[src/rtl/sayuru_sa.sv]
// sayuru_sa: N-way set-associative, write-back, write-allocate data cache
// with per-set round-robin replacement and seven performance counters.
module sayuru_sa #(
    parameter int ADDR_WIDTH = 16,
    parameter int DATA_WIDTH = 32,
    parameter int SETS       = 16,
    parameter int WAYS       = 2
) (
    input  logic                    clk,
    input  logic                    rst,
    input  logic                    in_data_req_i,
    output logic                    in_data_gnt_o,
    output logic                    in_data_rvalid_o,
    input  logic [ADDR_WIDTH-1:0]   in_data_addr_i,
    input  logic                    in_data_we_i,
    input  logic [DATA_WIDTH/8-1:0] in_data_be_i,
    input  logic [DATA_WIDTH-1:0]   in_data_wdata_i,
    output logic [DATA_WIDTH-1:0]   in_data_rdata_o,
    output logic                    out_data_req_o,
    input  logic                    out_data_gnt_i,
    input  logic                    out_data_rvalid_i,
    output logic [ADDR_WIDTH-1:0]   out_data_addr_o,
    output logic                    out_data_we_o,
    output logic [DATA_WIDTH/8-1:0] out_data_be_o,
    output logic [DATA_WIDTH-1:0]   out_data_wdata_o,
    input  logic [DATA_WIDTH-1:0]   out_data_rdata_i,
    input  logic                    count_en_i,
    output logic [31:0]             trans_count,
    output logic [31:0]             hit_load_count,
    output logic [31:0]             hit_store_count,
    output logic [31:0]             miss_load_count,
    output logic [31:0]             miss_store_count,
    output logic [31:0]             writeback_load_count,
    output logic [31:0]             writeback_store_count
);

    localparam int BEW = DATA_WIDTH / 8;
    localparam int OFF = $clog2(BEW);
    localparam int IW  = $clog2(SETS);
    localparam int TW  = ADDR_WIDTH - OFF - IW;
    localparam int WW  = (WAYS > 1) ? $clog2(WAYS) : 1;

    typedef enum logic [2:0] {
        IDLE, LOOKUP, WB_REQ, WB_WAIT, FILL_REQ, FILL_WAIT, RESPOND
    } state_t;

    state_t state_q, state_d;

    logic [WAYS-1:0]       valid_q [SETS];
    logic [WAYS-1:0]       dirty_q [SETS];
    logic [TW-1:0]         tag_q   [SETS][WAYS];
    logic [DATA_WIDTH-1:0] data_q  [SETS][WAYS];
    logic [WW-1:0]         ptr_q   [SETS];

    logic [ADDR_WIDTH-OFF-1:0] waddr_q;
    logic                      we_q;
    logic [BEW-1:0]            be_q;
    logic [DATA_WIDTH-1:0]     wdata_q;
    logic [DATA_WIDTH-1:0]     rdata_q;
    logic [WW-1:0]             way_q;
    logic                      repl_q;
    logic [31:0]               cnt_q [7];

    logic [IW-1:0] idx;
    logic [TW-1:0] tag;
    logic          grant;
    logic          hit;
    logic [WW-1:0] hit_way;
    logic [WW-1:0] vic_way;
    logic          vic_free;
    logic          vic_dirty;
    logic [6:0]    inc;
    logic          unused_addr_lo;

    function automatic logic [DATA_WIDTH-1:0] merge_be(input logic [DATA_WIDTH-1:0] old_w,
                                                       input logic [DATA_WIDTH-1:0] new_w,
                                                       input logic [BEW-1:0]        be);
        merge_be = old_w;
        for (int unsigned b = 0; b < BEW; b++) begin
            if (be[b]) merge_be[8*b +: 8] = new_w[8*b +: 8];
        end
    endfunction

    assign idx            = waddr_q[IW-1:0];
    assign tag            = waddr_q[ADDR_WIDTH-OFF-1:IW];
    assign grant          = (state_q == IDLE) && in_data_req_i;
    assign unused_addr_lo = ^in_data_addr_i[OFF-1:0];

    // Counter increment strobes: 0 trans, 1/2 hit ld/st, 3/4 miss ld/st, 5/6 writeback ld/st
    assign inc[0] = grant;
    assign inc[1] = (state_q == LOOKUP) &&  hit && !we_q;
    assign inc[2] = (state_q == LOOKUP) &&  hit &&  we_q;
    assign inc[3] = (state_q == LOOKUP) && !hit && !we_q;
    assign inc[4] = (state_q == LOOKUP) && !hit &&  we_q;
    assign inc[5] = (state_q == LOOKUP) && !hit && vic_dirty && !we_q;
    assign inc[6] = (state_q == LOOKUP) && !hit && vic_dirty &&  we_q;

    assign trans_count           = cnt_q[0];
    assign hit_load_count        = cnt_q[1];
    assign hit_store_count       = cnt_q[2];
    assign miss_load_count       = cnt_q[3];
    assign miss_store_count      = cnt_q[4];
    assign writeback_load_count  = cnt_q[5];
    assign writeback_store_count = cnt_q[6];

    // Tag compare across ways and victim choice: lowest invalid way, else round-robin pointer
    always_comb begin
        hit      = 1'b0;
        hit_way  = '0;
        vic_free = 1'b0;
        vic_way  = ptr_q[idx];
        for (int unsigned w = 0; w < WAYS; w++) begin
            if (valid_q[idx][w] && (tag_q[idx][w] == tag)) begin
                hit     = 1'b1;
                hit_way = WW'(w);
            end
            if (!valid_q[idx][w] && !vic_free) begin
                vic_free = 1'b1;
                vic_way  = WW'(w);
            end
        end
        vic_dirty = valid_q[idx][vic_way] && dirty_q[idx][vic_way];
    end

    // State register
    always_ff @(posedge clk) begin
        if (rst) state_q <= IDLE;
        else     state_q <= state_d;
    end

    // Next-state logic
    always_comb begin
        state_d = state_q;
        case (state_q)
            IDLE:      if (in_data_req_i) state_d = LOOKUP;
            LOOKUP:    state_d = hit ? RESPOND : (vic_dirty ? WB_REQ : FILL_REQ);
            WB_REQ:    if (out_data_gnt_i) state_d = WB_WAIT;
            WB_WAIT:   if (out_data_rvalid_i) state_d = FILL_REQ;
            FILL_REQ:  if (out_data_gnt_i) state_d = FILL_WAIT;
            FILL_WAIT: if (out_data_rvalid_i) state_d = RESPOND;
            RESPOND:   state_d = IDLE;
            default:   state_d = IDLE;
        endcase
    end

    // Output decode: memory-side fields are driven only while requesting, zero otherwise
    always_comb begin
        in_data_gnt_o    = grant;
        in_data_rvalid_o = (state_q == RESPOND);
        in_data_rdata_o  = rdata_q;
        out_data_req_o   = 1'b0;
        out_data_we_o    = 1'b0;
        out_data_be_o    = '0;
        out_data_addr_o  = '0;
        out_data_wdata_o = '0;
        case (state_q)
            WB_REQ: begin
                out_data_req_o   = 1'b1;
                out_data_we_o    = 1'b1;
                out_data_be_o    = '1;
                out_data_addr_o  = {tag_q[idx][way_q], idx, {OFF{1'b0}}};
                out_data_wdata_o = data_q[idx][way_q];
            end
            FILL_REQ: begin
                out_data_req_o  = 1'b1;
                out_data_be_o   = '1;
                out_data_addr_o = {waddr_q, {OFF{1'b0}}};
            end
            default: ;
        endcase
    end

    // Request latch and tag/data storage; validity lives in the reset block below
    always_ff @(posedge clk) begin
        if (grant) begin
            waddr_q <= in_data_addr_i[ADDR_WIDTH-1:OFF];
            we_q    <= in_data_we_i;
            be_q    <= in_data_be_i;
            wdata_q <= in_data_wdata_i;
        end
        if (state_q == LOOKUP) begin
            way_q  <= hit ? hit_way : vic_way;
            repl_q <= !hit && !vic_free;
            if (hit && we_q) data_q[idx][hit_way] <= merge_be(data_q[idx][hit_way], wdata_q, be_q);
        end
        if ((state_q == FILL_WAIT) && out_data_rvalid_i) begin
            tag_q[idx][way_q]  <= tag;
            data_q[idx][way_q] <= we_q ? merge_be(out_data_rdata_i, wdata_q, be_q) : out_data_rdata_i;
        end
    end

    // Valid/dirty bits, replacement pointers, load data and counters
    always_ff @(posedge clk) begin
        if (rst) begin
            for (int unsigned s = 0; s < SETS; s++) begin
                valid_q[s] <= '0;
                dirty_q[s] <= '0;
                ptr_q[s]   <= '0;
            end
            for (int unsigned c = 0; c < 7; c++) cnt_q[c] <= '0;
            rdata_q <= '0;
        end else begin
            if ((state_q == LOOKUP) && hit) begin
                if (we_q) dirty_q[idx][hit_way] <= 1'b1;
                else      rdata_q <= data_q[idx][hit_way];
            end
            if ((state_q == FILL_WAIT) && out_data_rvalid_i) begin
                valid_q[idx][way_q] <= 1'b1;
                dirty_q[idx][way_q] <= we_q;
                if (!we_q) rdata_q <= out_data_rdata_i;
                // pointer only moves when a live line was displaced
                if ((WAYS > 1) && repl_q) ptr_q[idx] <= ptr_q[idx] + 1'b1;
            end
            for (int unsigned c = 0; c < 7; c++) begin
                if (count_en_i && inc[c]) cnt_q[c] <= cnt_q[c] + 32'd1;
            end
        end
    end

endmodule

[config.mk]
export PLATFORM = sky130hd
export DESIGN_NAME = sayuru_sa
export DESIGN_NICKNAME = d
export VERILOG_FILES = /design/src/rtl/sayuru_sa.sv
export SDC_FILE = /design/constraint.sdc
export NUM_CORES = 2
export LEC_CHECK = 0
export ABC_CLOCK_PERIOD_IN_PS = 8890
export CAP_MARGIN = 20
export CORE_UTILIZATION = 29
export CTS_CLUSTER_SIZE = 8
export DETAILED_ROUTE_END_ITERATION = 8
export PLACE_DENSITY = 0.5
export SYNTH_ARGS = -nofsm -noshare
export SYNTH_HDL_FRONTEND = slang
export SYNTH_SLANG_ARGS = --single-unit
[constraint.sdc]
create_clock -name clk -period 8.89 [get_ports clk]
set_input_delay 1.778 -clock clk [delete_from_list [all_inputs] [get_ports clk]]
set_output_delay 1.778 -clock clk [all_outputs]
set_load 0.03 [all_outputs]
After elaboration in Yosys (flattened, before gate mapping)
Memory sizes are Yosys's and may differ from the RTL's. A register that Yosys moved wholly into a read port is not among the register bits.
Cells that the tools add are included.
- flip-flop bits (word level): 88
- bits in writable memories: 1648
- bits of input ports: 91
- output and inout bits: 312
- memories: 6
- add/subtract/negate cells: 8
- $lt $le $gt $ge: 9
- equality and inequality tests: 13
- muxes and demuxes: 195
- bitwise logic cells: 75
- reduce and logical (&&, ||, !) cells: 38
- memory list (memory ; depth ; bits a word ; rd ports ; clocked after Yosys merged registers in ; write ports ; RTL line ; source):
    data_q ; 16 ; 64 ; 1 ; 1 ; 1 ; 52 ; logic [DATA_WIDTH-1:0] data_q [SETS][WAYS];
    tag_q ; 16 ; 20 ; 1 ; 1 ; 1 ; 51 ; logic [TW-1:0] tag_q [SETS][WAYS];
    cnt_q ; 7 ; 32 ; 7 ; 0 ; 7 ; 62 ; logic [31:0] cnt_q [7];
    dirty_q ; 16 ; 2 ; 1 ; 1 ; 16 ; 50 ; logic [WAYS-1:0] dirty_q [SETS];
    valid_q ; 16 ; 2 ; 1 ; 1 ; 16 ; 49 ; logic [WAYS-1:0] valid_q [SETS];
    ptr_q ; 16 ; 1 ; 1 ; 1 ; 16 ; 53 ; logic [WW-1:0] ptr_q [SETS];
- operators with widths (operator ; number):
    32-bit 2-to-1 mux ; 21
    32-bit by 1-bit adder with 32-bit output, second input constant ; 7
    8-bit 2-to-1 mux ; 20
    64-bit 2-to-1 mux ; 2
    1-bit 2-to-1 mux ; 118
    1-bit bitwise OR ; 73
    32-bit demux with 1-bit select ; 2
    10-bit 2-to-1 mux ; 4
    4-bit 2-to-1 mux ; 9
    16-bit one-hot mux with 2 select lines ; 1
    1-bit logical AND ; 28
    3-bit 2-to-1 mux ; 7
    10-bit == test ; 2
    20-bit 2-to-1 mux ; 1
    3-bit one-hot mux with 6 select lines ; 1
    2-bit 2-to-1 mux ; 6
    10-bit demux with 1-bit select ; 1
    2-bit != test, second input constant ; 5
    3-bit == test, second input constant ; 3
    3-bit by 2-bit == test with 1-bit output, second input constant ; 2
    1-bit by 2-bit < comparator with 1-bit output, second input constant ; 3
    2-bit OR reduction ; 3
    5-bit AND reduction ; 1
    2-bit greater-or-equal comparator, second input constant ; 2
    9 further kinds ; 16

Longest topological paths before layout
- depth in word-level cells: 13
- gate-level depth with buffers: 16
- mapped depth without buffers: 10

Worst setup path before layout
OpenSTA, ideal clock, no wires.
- path kind: input to output
- start point: input port in_data_req_i
- end point: output port in_data_gnt_o
- arrival time: 6.266 ns
- data required time: 7.112 ns
- slack: 0.846 ns
- stages: 2
- cells stage by stage: nand2_1 -> nor3_1
- word-level cells in the longest chain between the ends: 1
- ends and longest elaborated chain (item ; RTL line ; source):
    start, declared ; 11 ; input logic in_data_req_i,
    1-bit logical AND ; 86 ; assign grant = (state_q == IDLE) && in_data_req_i;
    end, declared ; 12 ; output logic in_data_gnt_o,
No other way between the ends.

==> metrics.md <==
| Metric | Value |
|---|---|
| CTS tree | `yes` |
| Synth Register Bits | `1740` |
| Post-Syn Instances | `4074` |
| Beginning of the worst hold path | `valid_q[0][1]` |
| Area Growth Syn to Fin | `21.6%` |
| Clock sinks | `1740` |
| Pre-CTS setup slack | `2.80 ns` |
| Vias per std cell | `4.95` |
| WP data required | `7.11 ns` |
| R2r worst-path depth | `11` |
| DIE AREA | `250000 sq um` |
| Maximum vdd drop | `0.000189 V` |
| Yosys warns | `0` |
| Total gr overflow | `0` |
| CP Class | `reg -> out` |
| Final non-filler cell total | `8106` |
| Post-synthesis sequential area ratio | `71.7%` |
| Initial antenna violation count | `11` |
| Layout cells sized above 1 | `19.6%` |
| Final setup vio count | `0` |
| GRT Util Overall | `16.9%` |
| Cell area after synthesis | `71900 sq um` |
| R2r setup slk | `3.11 ns` |
| Final critical-path share of the clock period | `75.6%` |
| R2R Path End | `data_q[6][2]` |
| Post-CTS resize count | `0` |
| Rows | `182` |
| Worst Hold Depth | `2` |
| Clk slew on worst S/H paths | `0.06 ns` |
| Die width | `500 um` |
| Min-Delay Path Class | `reg -> reg` |
| WHS | `0.462 ns` |
| Clock H-tree levels | `4` |
| Crit end category | `primary output` |
| Post-synth EDFFs | `1669` |
| Fmax | `149 MHz` |
| RSZ-0062 raised after global routing | `false` |
| Critical Path Fanout Max | `41` |
| Worst slew margin | `25.8%` |
| Clk root buf | `clkbuf_16` |
| Worst-Margin Slew | `1.11 ns` |
| Top-Level Pins | `403` |
| Inserted Clock Buffers | `235` |
| Effective utilization at floorplan | `29.2%` |
| IO buf count | `398` |
| Chip height | `500 um` |
| Nets@finish | `4770` |
| Post-detail-place hpwl | `132 mm` |
| Routability cong. | `0.818` |
| Setup TNS | `0 ns` |
| Synth Flop Type | `edfxtp_1` |
| Max Buffers Root-to-Sink | `3` |
| Outcome | `finished, final reports clean` |
| Setup repair bufs after CTS | `0` |
| Routed len/inst | `26.5 um` |
| Syn_area_per_cell | `17.6 sq um` |
| Largest net degree at the start of global routing | `86` |
| First-pass GRT wire length | `305 mm` |
| Via count | `40122` |
| Hold-fix buffers, CTS | `0` |
| Max-slew violation count | `0` |
| Core area | `246000 sq um` |
| Clk_skew | `0.0901 ns` |
| Synth cell types | `72` |
| Vias in the first global route | `40736` |
| Clk Latency, worst-skew pair | `0.90 ns` |
| Hold endpoint | `valid_q[0][1]` |
| Slack of the critical path | `2.16 ns` |
| Pwr Density | `236 nW/um^2` |
| Post-Route WL | `214 mm` |
| Final Core Density | `35.5%` |
| Fill count | `23225` |
| Startpoint types | `flop` |
| Routed Antenna Nets | `0` |
| Max Cap Viol | `0` |
| Leakage | `27.9 nW` |
| Fin. Hold Viols | `0` |
| # DRC | `0` |
| Asr flop ratio synth | `0%` |
| Worst path arrival time | `4.95 ns` |
| Inst Count DP | `7734` |
| Min Tclk post-route | `6.73 ns` |
| Initial drt markers | `3474` |
| First-pass iteration count of the detailed router | `7` |
routing by layer:
metal / up-vias / share of wire, % / track usage (%)
met2: 1221 / 49 / 28.0
li1: 17285 / - / -
met1: 21334 / 43 / 22.5
met4: 0 / 2.6 / 4.78
met3: 282 / 5.4 / 3.25
met5: - / 0 / 0
power by group:
| part | total, mW | internal (mW) | switching [mW] |
|---|---|---|---|
| clock | 8.28 | 4.82 | 3.46 |
| combinational | 2.75 | 1.08 | 1.67 |
| sequential | 9.57 | 9.41 | 0.156 |
Yosys cell counts (18+ instances only):
cell type | n | area (sq um)
a21oi_1 | 29 | 145
a221o_1 | 33 | 330
a22oi_1 | 22 | 165
and3_1 | 54 | 338
buf_1 | 38 | 143
clkbuf_1 | 114 | 428
dfxtp_1 | 71 | 1420
edfxtp_1 | 1669 | 50100
inv_1 | 27 | 101
mux2_2 | 18 | 203
mux2i_1 | 137 | 1370
mux4_2 | 381 | 8580
nand2_1 | 204 | 766
nand2b_1 | 19 | 119
nand3_1 | 107 | 536
nand4_1 | 28 | 175
nor2_1 | 530 | 1990
nor2b_1 | 23 | 144
nor3_1 | 21 | 105
o21ai_0 | 38 | 190
o221ai_1 | 57 | 499
or2_2 | 40 | 250
xnor2_1 | 77 | 674
xor2_1 | 140 | 1230
metrics by stage:
stage	power, mW	instance area, sq um
6_report	20.6	87400
5_1_grt	21.3	87400
4_1_cts	20.8	87300
3_5_place_dp	12.5	80600
3_3_place_gp	12.5	80500
2_1_floorplan	11.4	71900
worst max-delay path, stage by stage, from the launching register on:
cell and delay [ns]:
dfxtp_4 0.92, buf_4 0.55, buf_4 0.47, mux4_2 0.56, mux4_2 0.49, mux2i_1 0.17, nor2_1 0.20, clkdlybuf4s50_1 0.69
kinds of logic after synthesis:
logic type | count (synthesis) | share of synthesized area, %
simple gates | 1074 | 6.64
flops | 1740 | 71.7
fa+ha+maj | 7 | 0.122
other cells | 1 | 0.00522
buf+inv | 233 | 1.62
mux | 549 | 14.6
compound gates | 253 | 2.72
xor+xnor | 217 | 2.64
worst max-delay path by stage:
| stage | slack, ns | start | end |
|---|---|---|---|
| after CTS | 1.88 | flop | out_data_wdata_o[31] |
| after detailed placement | 2.80 | flop | out_data_wdata_o[31] |
| after global routing | 1.86 | flop | out_data_wdata_o[31] |
| after floorplan | 0.85 | in_data_req_i | in_data_gnt_o |
| after global placement | 2.76 | flop | out_data_wdata_o[31] |
| final | 2.16 | flop | out_data_wdata_o[31] |
flip-flops by register name, summed over array words and instances, names as in the netlist, named ones only:
name and cells:
cnt_q 224, ptr_q 16, be_q 4, valid_q 32
wdata_q 32, waddr_q 14, we_q 1, repl_q 1
tag_q 320, way_q 1, dirty_q 32, in_data_rdata_o 32
data_q 1024, state_q 3
layout by cell type (no fill, tap or decap), types with 9 or more instances in the layout:
master / n
or3_1: 13
mux2i_1: 137
mux4_2: 381
nor2_1: 471
clkinv_16: 13
xnor2_1: 77
a22o_1: 11
inv_1: 27
mux2_2: 18
nor3_1: 19
nor2_2: 25
clkbuf_16: 235
o221ai_1: 56
nand2_1: 204
nor2b_1: 23
clkbuf_1: 106
nand4_1: 28
or2_2: 40
nand2b_1: 18
a21oi_1: 29
clkdlybuf4s50_1: 397
nor2_4: 34
dfxtp_1: 67
nand3_1: 107
edfxtp_1: 1669
o21bai_1: 16
buf_12: 9
and3_1: 54
a22oi_1: 22
a221o_1: 33
mux4_1: 10
xor2_1: 140
and2_1: 9
o21ai_0: 37
buf_4: 155
cell type report:
cell class              count  area (sq um)  share of cell area [%]
diodes                      3          7.51                 0.00859
multi-input cells        2102         19500                    22.4
clock buffers             341          6280                    7.18
flip-flops and latches   1740         51600                    59.0
well taps                3312          4140                    4.74
clock inverters            15           408                   0.467
repair buffers            564          5370                    6.15
inverters                  29           114                   0.130
Power figures use the tool's default switching activity.
